**src/rtl/pipe_stage_buffer.sv**
```systemverilog
// rtl/pipe_stage_buffer.sv - elastic DEPTH-entry pipeline register with flush and stall/flush statistics
module pipe_stage_buffer #(
  parameter int CORE       = 0,
  parameter int DATA_WIDTH = 32,
  parameter int DEPTH      = 2,
  parameter int CNT_BITS   = 32
) (
  input  logic                    clock,
  input  logic                    reset,
  input  logic                    flush,
  input  logic                    in_valid,
  output logic                    in_ready,
  input  logic [DATA_WIDTH-1:0]   in_data,
  output logic                    out_valid,
  input  logic                    out_ready,
  output logic [DATA_WIDTH-1:0]   out_data,
  output logic [$clog2(DEPTH):0]  count,
  output logic [CNT_BITS-1:0]     stall_cycles,
  output logic [CNT_BITS-1:0]     flushed_entries,
  input  logic                    report
);
  localparam int AW = $clog2(DEPTH);
  localparam int CW = AW + 1;
  localparam logic [CW-1:0] FULL = CW'(DEPTH);

  logic [DATA_WIDTH-1:0] mem [DEPTH];
  logic [AW-1:0]         rd_ptr;
  logic [AW-1:0]         wr_ptr;
  logic                  push;
  logic                  pop;
  logic [CNT_BITS:0]     flush_sum;

  // Ready depends only on registered occupancy, so a full buffer never accepts on a same-cycle pop.
  assign in_ready  = (count != FULL);
  assign out_valid = (count != '0);
  assign out_data  = mem[rd_ptr];
  assign push      = in_valid & in_ready;
  assign pop       = out_valid & out_ready;

  always_ff @(posedge clock or negedge reset) begin
    if (!reset) begin
      rd_ptr <= '0;
      wr_ptr <= '0;
      count  <= '0;
      for (int i = 0; i < DEPTH; i++) mem[i] <= '0;
    end else if (flush) begin
      rd_ptr <= '0;
      wr_ptr <= '0;
      count  <= '0;
    end else begin
      if (push) begin
        mem[wr_ptr] <= in_data;
        wr_ptr      <= wr_ptr + 1'b1;
      end
      if (pop) rd_ptr <= rd_ptr + 1'b1;
      if (push && !pop)      count <= count + 1'b1;
      else if (pop && !push) count <= count - 1'b1;
    end
  end

  // One extra bit catches overflow so the flushed total can clamp instead of wrapping.
  always_comb begin
    flush_sum = {1'b0, flushed_entries} + (CNT_BITS+1)'(count);
  end

  always_ff @(posedge clock or negedge reset) begin
    if (!reset) begin
      stall_cycles    <= '0;
      flushed_entries <= '0;
    end else begin
      if (in_valid && !in_ready && !flush && (stall_cycles != '1))
        stall_cycles <= stall_cycles + 1'b1;
      if (flush)
        flushed_entries <= flush_sum[CNT_BITS] ? '1 : flush_sum[CNT_BITS-1:0];
    end
  end

`ifndef SYNTHESIS
  always_ff @(posedge clock) begin
    if (report)
      $display("pipe_stage_buffer core %0d: count=%0d stall_cycles=%0d flushed_entries=%0d",
               CORE, count, stall_cycles, flushed_entries);
  end
`endif

endmodule

```
**config.mk**
```make
export PLATFORM = sky130hd
export DESIGN_NAME = pipe_stage_buffer
export DESIGN_NICKNAME = d
export VERILOG_FILES = /design/src/rtl/pipe_stage_buffer.sv
export SDC_FILE = /design/constraint.sdc
export NUM_CORES = 1
export LEC_CHECK = 0
export CAP_MARGIN = 20
export CORE_MARGIN = 2
export CORE_UTILIZATION = 55
export CTS_CLUSTER_SIZE = 20
export DETAILED_ROUTE_END_ITERATION = 12
export DONT_BUFFER_PORTS = 1
export PLACE_DENSITY = 0.7
export SKIP_CTS_REPAIR_TIMING = 1
export SYNTH_ARGS = -nofsm -noshare
export SYNTH_HDL_FRONTEND = slang
export SYNTH_SLANG_ARGS = --single-unit
export TNS_END_PERCENT = 10
```
**constraint.sdc**
```tcl
create_clock -name clock -period 4.25 [get_ports clock]
set_input_delay 0.425 -clock clock [delete_from_list [all_inputs] [get_ports clock]]
set_output_delay 0.425 -clock clock [all_outputs]
set_load 0.005 [all_outputs]
```
# After elaboration in Yosys (flattened, before gate mapping)
# Index checks and enable logic that the tools add are counted.
[word_totals]
register_bits = 132
input_bits = 38
wordCells = 52
[op_classes]
addsub = 6
order_cmp = 3
eq_ne = 2
muxes = 14
bitwise_logic = 5
reduce_logical = 15
[op_table]
columns = ["op", "count"]
rows = [
  ["32-bit two-way mux", 5],
  ["64-bit bitwise mux", 1],
  ["32-bit by 2-bit adder with 33-bit output", 1],
  ["32-bit by 1-bit adder with 32-bit output, second input constant", 1],
  ["32-bit demux with 1-bit select", 1],
  ["32-bit != test, second input constant", 1],
  ["1-bit logical AND", 6],
  ["2-bit two-way mux", 3],
  ["2-bit nonzero test", 3],
  ["2-bit greater-or-equal comparator, second input constant", 2],
  ["1-bit zero test", 4],
  ["1-bit two-way mux", 4],
  ["1-bit NOT with 2-bit output", 2],
  ["3-bit nonzero test", 1],
  ["1-bit adder, second input constant", 2],
  ["2-bit by 1-bit adder with 2-bit output, second input constant", 1],
  ["1-bit AND", 2],
  ["2-bit by 1-bit less-than comparator with 1-bit output, second input constant", 1],
  ["2-bit != test, second input constant", 1],
  ["2-bit AND reduction", 1],
  ["2-bit by 1-bit subtractor with 2-bit output, second input constant", 1],
  ["1-bit NOT", 1],
]

# Depth between registers and ports, before layout
# Gate-level depths: netlist of run 1.
[depth]
ltp_word = 7
depth_mapped = 9
mapped_depth_nobuf = 8

# Least setup slack after synthesis of run 1
# No wires, ideal clock.
[synth_path]
kind = "reg2reg"
start = "reg count[0]"
end = "reg flushed_entries[24]"
setup_time_ns = 0.128
t_arrival_ns = 2.086
setup_slack_ns = 2.037
stages_incl_launch_ff = 9
n_path_buf = 0
period_less_slack_ns = 2.213
cell_sequence = "dfrtp_1 ha_1 inv_1 fa_1 and3b_1 nand2_1 nor3_2 nand2_1 mux2_1"
[synth_between]
elab_chain_cells = 2
[synth_rtl]
columns = ["element", "line_no", "source"]
rows = [
  ["start: declaration", "17", "output logic [$clog2(DEPTH):0] count,"],
  ["start signal: assignment", "56", "if (push && !pop) count <= count + 1'b1;"],
  ["start signal: assignment", "57", "else if (pop && !push) count <= count - 1'b1;"],
  ["32-bit by 2-bit adder with 33-bit output", "63", "flush_sum = {1'b0, flushed_entries} + (CNT_BITS+1)'(count);"],
  ["32-bit two-way mux", "74", "flushed_entries <= flush_sum[CNT_BITS] ? '1 : flush_sum[CNT_BITS-1:0];"],
  ["end signal: assignment", "74", ""],
  ["end: declaration", "19", "output logic [CNT_BITS-1:0] flushed_entries,"],
]
# Every way passes these cells.
# A chain may end at the register's enable or synchronous reset.

# Worst setup path in the final report of run 1
[layout_path]
start = "reg count[0]"
end = "reg flushed_entries[23]"
# The elaborated chain is that of the path after synthesis.

==> results.cfg, run 1 <==
[worst_setup_path]
critPathKind = reg2reg
setup.worst_path.start_class = flip-flop
arrival_ns = 3.41
path_max_fanout = 23
cp.required_ns = 4.66
end_kind = flip-flop

[sta]
setup_violations = 0
worst_pin_slew_ns = 0.9839
setup_tns_ns = 0
rsz0062_at_grt = false
fmax_mhz = 333.8
final.period_utilization_pct = 70.48
max_slew_margin_pct = 34.41
hold_viol = 0
drv_slew = 0
min_period_ns = 2.995
skew_ns = 0.007841
layout_setup_ws_ns = 1.255

[detailed_routing]
wirelength_um = 12880
drt_first_pass_iters = 5
dr.first_iter.drc_count = 235
routedWlPerCell_um = 19.36
dr_total_vias = 4009
drc = 0
viasPerCell = 6.029
final_antenna_net_count = 0

[power_and_ir_drop]
p_clk_share_pct = 40.6
seqPwrFrac_pct = 47.4
p_comb_share_pct = 11.9
p_switching_mw = 0.8184
irDropWorstVdd_mv = 0.2319
swShare_pct = 24.21
p_int_mw = 2.562
leakage_nw = 3.030
powerDensity_nw_per_um2 = 494.5

[global_routing]
grt_pass1_vias = 4032
overflow = 0
grt_pass1_wl_um = 20290
antenna_found_initial = 0
grt.total_usage_pct = 22.26
grt_max_degree = 133

[synth]
synth.distinct_cells = 45
syn_inst = 508
yosys-top-cells-area = dfrtp_1 54%, mux2_1 12%, mux2_2 6.3%, xnor2_1 4.9%, nand2_1 2.8%
synth_nets = 550
synth_top_area_share_pct = 54.05
ys_ff_latch = 132
synthFlopType = dfrtp_1
synth-edff-count = 0
async_flop_share_pct = 100.0
synth_seq_area_share_pct = 54.05
avgSynthCellArea_um2 = 12.03
synth_warnings = 0
synth_top_area_cell = dfrtp_1
syn_area_um2 = 6111

[clock_network]
cts.path.max_buffers = 2
clock_sinks = 132
cts_made_buffers = 17
clk_pin_slew_ns = 0.06
htreeDepth = 4
clk_latency_ns = 0.52
clockRootBuffer = clkbuf_8
cts_tree = built

[cells_and_area]
final_nets = 557
most-common-layout-cells = 132 x dfrtp_1, 65 x mux2_1, 45 x nand2_1, 34 x mux2_2, 34 x xnor2_1
diodes = 0
drive_gt1_share_pct = 13.33
areaGrowthSynthToFinish_pct = 11.88
final_common_cell = dfrtp_1

[floorplanning]
coreArea_um2 = 10840
initial_core_util_pct = 56.37
pin_count = 138
dieArea_um2 = 11970
rows = 38
die_h_um = 109.4
die_w_um = 109.4

[place]
pre_cts_ws_ns = 1.378
dp_hpwl_um = 8493
gp_congestion = 0.7996
port_buffers = 0

[status]
status = completed

[min_path]
min_path_type = in2reg

[job]
drv_cap = 0
-- flip-flops by register name, summed over array words and instances, names as in the netlist --
register         count
count                2
rd_ptr               1
mem                 64
stall_cycles        32
wr_ptr               1
flushed_entries     32
-- cell type report --
cell class	instances	area [µm²]
fillers	873	4004
clock inverters	5	75.07
clock buffers	24	480.5
repair buffers	6	70.07
well taps	140	175.2
inverters	9	33.78
flip-flops and latches	132	3303
multi-input cells	349	2699
-- routing by layer --
layer	vias to the layer above	wire length (µm)	track usage, %
met4	0	157	8.047
met3	15	1198	9.425
li1	1835	-	-
met5	-	0	0
met2	157	6178	35.10
met1	2002	5340	27.44
-- power groups by stage --
stage	clock, mW	combinational [mW]	sequential [mW]
2_1_floorplan	0	0.318	1.57
3_3_place_gp	0	0.362	1.61
3_5_place_dp	0	0.379	1.63
4_1_cts	1.40	0.383	1.60
5_1_grt	1.47	0.452	1.63
6_report	1.37	0.403	1.60
-- final timing paths --
path                           start                   to  slack (ns)  cells after the start
hold reg to reg              mem[55]              mem[55]        0.48                      1
hold / removal             out_ready             count[0]        0.04                      2
setup / recovery            count[0]  flushed_entries[23]        1.25                      8
max in group asynchronous      reset               rd_ptr        3.21                      2
setup reg to reg            count[0]  flushed_entries[23]        1.25                      8
min in group asynchronous      reset              mem[47]        0.54                      2
-- synth_stat cells, types with 2 or more instances --
master,count
dfrtp_1,132
mux2_1,65
nand4b_1,2
and2_1,2
nand2b_1,4
xnor2_1,34
nand3_1,17
buf_2,4
nor2_1,21
nand4_1,23
nor3_1,8
o21ai_1,5
and4_1,6
or3_1,2
nor4_1,8
clkbuf_1,10
a21oi_1,9
mux2_2,34
and3_1,16
a31oi_1,10
xor2_1,16
nand2_1,45
ha_1,3
inv_1,9
buf_1,3
-- worst max-delay path, stage by stage, from the launching register on --
cell	delay, ns
dfrtp_1	0.52
ha_1	0.23
inv_1	0.05
fa_1	0.40
and3b_1	0.33
nand2_1	0.13
nor3_2	0.32
nand2_1	0.57
o21ai_1	0.34
-- kinds of logic after synthesis --
kind of cell	share of synthesized area [%]
multiplexers	18.24
adder cells (fa/ha/maj)	0.9419
AO/OA/AOI/OAI	2.969
buffers and inverters	1.863
flip-flops	54.05
XOR/XNOR	7.166
AND/OR/NAND/NOR	14.76
-- per-stage QoR --
step / hold WS, ns / power, mW / cell area (µm²) / cells / util [%]
after floorplan: 0.1294 / 1.892 / 6111 / 508 / -
after global placement: 0.1331 / 1.967 / 6233 / 633 / 57.50
after detailed placement: 0.1324 / 2.004 / 6233 / 633 / 57.50
after CTS: -0.4208 / 3.385 / 6789 / 662 / 62.63
after global routing: 0.01877 / 3.548 / 6837 / 665 / 63.07
final: 0.03761 / 3.381 / 6837 / 665 / 63.07
(Power assumes the default switching activity.)
==> run 2, diff against run 1 <==
- clock period: 4.25 -> 2.9 ns (I/O delays scaled with it)
==> run 2 against run 1 <==
  * Global-route usage is 0.098 points higher
  * Clock skew barely moved
  * Register-to-register slack lost 0.97 ns
  * Clock power increased by 65%
  * First-iteration DRC count rose by 15%
  * Sequential share of layout area decreased by 2.9 points
  * The run now ends with negative hold slack left
  * Sequential power grew 47%
==> results.cfg, run 2 (synthesis gave the netlist of run 1 again) <==
[status]
status = finished, violations left
violations = negative hold slack

[clock_network]
clockRootBuffer = clkbuf_8
cts_made_buffers = 17
clk_latency_ns = 0.51
cts_tree = built
htreeDepth = 4
clock_sinks = 132
clk_pin_slew_ns = 0.06
cts.path.max_buffers = 2

[detailed_routing]
drc = 0
dr_total_vias = 4223
final_antenna_net_count = 0
routedWlPerCell_um = 18.89
wirelength_um = 13380
drt_first_pass_iters = 4
viasPerCell = 5.965
dr.first_iter.drc_count = 270

[sta]
setup_tns_ns = 0
max_slew_margin_pct = 59.88
fin_hold_ws_ns = -0.5312
rsz0062_at_grt = false
final.period_utilization_pct = 90.03
worst_pin_slew_ns = 0.5963
min_period_ns = 2.611
setup_violations = 0
fmax_mhz = 383.0
skew_ns = 0.007448
drv_slew = 0
hold_viol = 133

[min_path]
min_path_type = in2async

[place]
port_buffers = 0
gp_congestion = 0.8276
dp_hpwl_um = 8612

[worst_setup_path]
critPathKind = reg2reg
cp.required_ns = 3.33
setup.worst_path.start_class = flip-flop
end_kind = flip-flop
arrival_ns = 3.04
path_max_fanout = 19

[cells_and_area]
final_common_cell = dfrtp_1
drive_gt1_share_pct = 14.26
regMostFlops = mem
areaGrowthSynthToFinish_pct = 18.94
largest_registers = mem (64), flushed_entries (32), stall_cycles (32)
final_util_pct = 67.05
final_nets = 597
diodes = 0
largest_reg_flops = 64
most-common-layout-cells = 132 x dfrtp_1, 65 x mux2_1, 45 x nand2_1

[floorplanning]
initial_core_util_pct = 56.37
die_w_um = 109.4
rows = 38
dieArea_um2 = 11970
coreArea_um2 = 10840
die_h_um = 109.4
pin_count = 138

[power_and_ir_drop]
powerDensity_nw_per_um2 = 717.8
irDropWorstVdd_mv = 0.4860
leakage_nw = 3.226

[global_routing]
grt_pass1_vias = 4178
grt.total_usage_pct = 22.36
grt_max_degree = 133
overflow = 0
grt_pass1_wl_um = 20560
antenna_found_initial = 0

[job]
drv_cap = 0
[run 2: cell types whose count changed in the layout (fill, tap and decap cells not counted)]
cell	before	now
buf_4	3	12
buf_16	1	0
clkinv_2	3	2
clkinvlp_4	0	1
dlygate4sd3_1	2	34
clkinv_4	0	1
bufinv_16	2	4
[run 2: final timing paths]
| kind | from | to | slack (ns) | cells past startpoint |
|---|---|---|---|---|
| worst max-delay path | flushed_entries[0] | flushed_entries[27] | 0.29 | 9 |
| worst min-delay path | reset | mem[45] | -0.53 | 0 |
| worst max register to register | flushed_entries[0] | flushed_entries[27] | 0.29 | 9 |
| worst min register to register | mem[21] | mem[21] | 0.49 | 1 |
| max in group asynchronous | reset | mem[37] | 3.27 | 0 |
| min in group clock | out_ready | rd_ptr | 0 | 3 |
[run 2: power by group]
| part | total, mW | leakage, nW | switching, mW | internal (mW) |
|---|---|---|---|---|
| combinational | 0.606 | 1.23 | 0.266 | 0.341 |
| clock | 2.26 | 0.305 | 0.772 | 1.49 |
| sequential | 2.35 | 1.69 | 0.204 | 2.15 |
[run 2: per-layer routing]
layer  share of wire [%]  up-vias  routed length, µm  GRT usage (%)
met2                  49      149               6491          35.93
met3                 8.4       18               1127          10.37
li1                    -     1914                  -              -
met4                 1.5        0                206          7.324
met5                   0        -                  0              0
met1                  41     2142               5551          26.71
[run 2: critical path: stages, from the launching register on]
cell	delay (ns)
dfrtp_1	0.41
ha_1	0.21
inv_1	0.06
fa_1	0.41
and3b_1	0.34
nand2_1	0.12
nor3_2	0.37
nand2_1	0.23
buf_4	0.26
o21ai_1	0.11
[run 2: area by class of cell]
| cell class | instances | area, µm² |
|---|---|---|
| flip-flops and latches | 132 | 3303 |
| repair buffers | 46 | 430.4 |
| well taps | 140 | 175.2 |
| clock buffers | 24 | 480.5 |
| fillers | 811 | 3572 |
| inverters | 9 | 33.78 |
| multi-input cells | 349 | 2699 |
| clock inverters | 8 | 146.4 |
[run 2: stage by stage]
step | hold slack (ns) | instance area (µm²) | setup WS [ns] | power (mW) | std cells
floorplan | -0.005591 | 6111 | 0.6866 | 2.773 | 508
global placement | -0.002204 | 6301 | 0.4072 | 2.885 | 642
detailed placement | -0.002730 | 6301 | 0.3632 | 2.937 | 642
CTS | -0.5520 | 6928 | 0.3223 | 5.204 | 674
global route | -0.5624 | 7268 | 0.1991 | 5.445 | 708
finish | -0.5312 | 7268 | 0.2893 | 5.217 | 708
==> run 3, diff against run 2 <==
- PLACE_DENSITY: 0.7 -> 0.78
==> run 3 against run 2 <==
  * Clock power down 7%
  * Count of clock-buffer cells in the layout unchanged
  * Routed wire length up 0.66%
  * Sequential share of layout area up 0.26 points
  * Fmax up 0.73%
  * The run still ends with negative hold slack left
  * Critical endpoint is now flushed_entries[20]
  * Flip-flop and latch count unchanged
==> results.cfg, run 3 (synthesis gave the netlist of run 1 again) <==
[clock_network]
cts_made_buffers = 17
clk_latency_ns = 0.52
cts.path.max_buffers = 2
cts_tree = built
clock_sinks = 132
clockRootBuffer = clkbuf_8
htreeDepth = 4
clk_pin_slew_ns = 0.06

[sta]
skew_ns = 0.01519
max_slew_margin_pct = 51.21
worst_pin_slew_ns = 0.7252
drv_slew = 0
setup_violations = 0
min_period_ns = 2.592
final.period_utilization_pct = 89.38
rsz0062_at_grt = false
fmax_mhz = 385.8
setup_tns_ns = 0
hold_viol = 132
fin_hold_ws_ns = -0.5350

[detailed_routing]
dr_wl_met2_um = 6593
final_antenna_net_count = 0
route.met3.wl_um = 1150
highest_layer = met4
dr.first_iter.drc_count = 270
dr_total_vias = 4161
routedWlPerCell_um = 19.02
wirelength_um = 13470
met1Wirelength_um = 5546
viasPerCell = 5.877
drc = 0
drt_first_pass_iters = 4

[worst_setup_path]
arrival_ns = 2.96
path_buf_inv = 1
setup.worst_path.start_class = flip-flop
r2r-end = flushed_entries[20]
r2r_start = flushed_entries[0]
cp.required_ns = 3.27
crit_family = simple AND/OR/NAND/NOR gates
slowest_stage = dfrtp_1
r2r_setup_slack_ns = 0.31
cpPeakStageDelay_ns = 0.43
r2r_cells = 8
path_depth = 8
critPathCapture = flushed_entries[20]
crit_chain = ha_1 -> inv_1 -> fa_1 -> and3b_1 -> nand2_1 -> nor3_2 -> nor2b_1 -> a41oi_1
end_kind = flip-flop
path_max_fanout = 7
crit_path_start = flushed_entries[0]
critPathKind = reg2reg

[global_routing]
grt_pass1_vias = 3907
overflow = 0
grt_pass1_wl_um = 20060
antenna_found_initial = 0
grt.total_usage_pct = 22.06
grt_max_degree = 133

[floorplanning]
rows = 38
dieArea_um2 = 11970
pin_count = 138
coreArea_um2 = 10840
initial_core_util_pct = 56.37
die_h_um = 109.4
die_w_um = 109.4

[place]
gp_congestion = 0.8245
dp.cells = 642
dp_hpwl_um = 8786
port_buffers = 0

[cells_and_area]
largest_registers = mem (64), flushed_entries (32), stall_cycles (32)
instances_no_fill = 708
largest_reg_flops = 64
diodes = 0
drive_gt1_share_pct = 13.91
final_common_cell = dfrtp_1
fill_cells = 763
areaGrowthSynthToFinish_pct = 18.26
final_nets = 597
regArea_um2 = 3303
regMostFlops = mem
most-common-layout-cells = 132 x dfrtp_1, 65 x mux2_1, 45 x nand2_1
multi_input_area_um2 = 2699

[power_and_ir_drop]
leakage_nw = 3.205
powerDensity_nw_per_um2 = 701.7
p_switching_mw = 1.227
swShare_pct = 24.20
p_clk_share_pct = 41.5
irDropWorstVdd_mv = 0.3420
seqPwrFrac_pct = 46.5
p_int_mw = 3.844
p_comb_share_pct = 11.9

[min_path]
min_path_type = in2async

[status]
status = finished, violations left
violations = negative hold slack

[job]
drv_cap = 0
==> run 3: power groups by stage <==
stage / sequential, mW / combinational, mW / clock (mW)
6_report: 2.36 / 0.605 / 2.11
3_5_place_dp: 2.39 / 0.558 / 0
2_1_floorplan: 2.31 / 0.466 / 0
4_1_cts: 2.36 / 0.567 / 2.15
5_1_grt: 2.40 / 0.665 / 2.24
3_3_place_gp: 2.35 / 0.530 / 0
==> run 3: routing by layer <==
layer	vias up	track usage [%]
li1	1918	-
met4	0	7.505
met1	2070	26.69
met5	-	0
met2	154	35.45
met3	19	9.544
==> run 3: worst min-delay path by stage <==
stage,from,slack (ns),to
6_report,reset,-0.54,mem[19]
5_1_grt,reset,-0.56,mem[49]
4_1_cts,reset,-0.56,stall_cycles[17]
3_5_place_dp,reset,-0.003,mem[49]
3_3_place_gp,reset,-0.002,mem[18]
2_1_floorplan,reset,-0.006,count[0]
==> run 3: layout make-up <==
class	instances	area share (%)
Inverter	9	0.4675
Tap cell	140	2.424
Clock inverter	8	1.731
Timing Repair Buffer	46	5.956
Sequential cell	132	45.71
Clock buffer	24	6.371
Multi-Input combinational cell	349	37.34
==> run 3: metrics by stage <==
step	total power, mW	hold WS, ns	utilization (%)	setup slack [ns]	area, µm²
floorplan	2.773	-0.005591	-	0.6866	6111
global placement	2.885	-0.002033	58.13	0.4751	6301
detailed placement	2.943	-0.002594	58.13	0.3296	6301
CTS	5.075	-0.5620	63.53	0.3169	6887
global route	5.304	-0.5626	66.67	0.1131	7227
finish	5.071	-0.5350	66.67	0.3081	7227
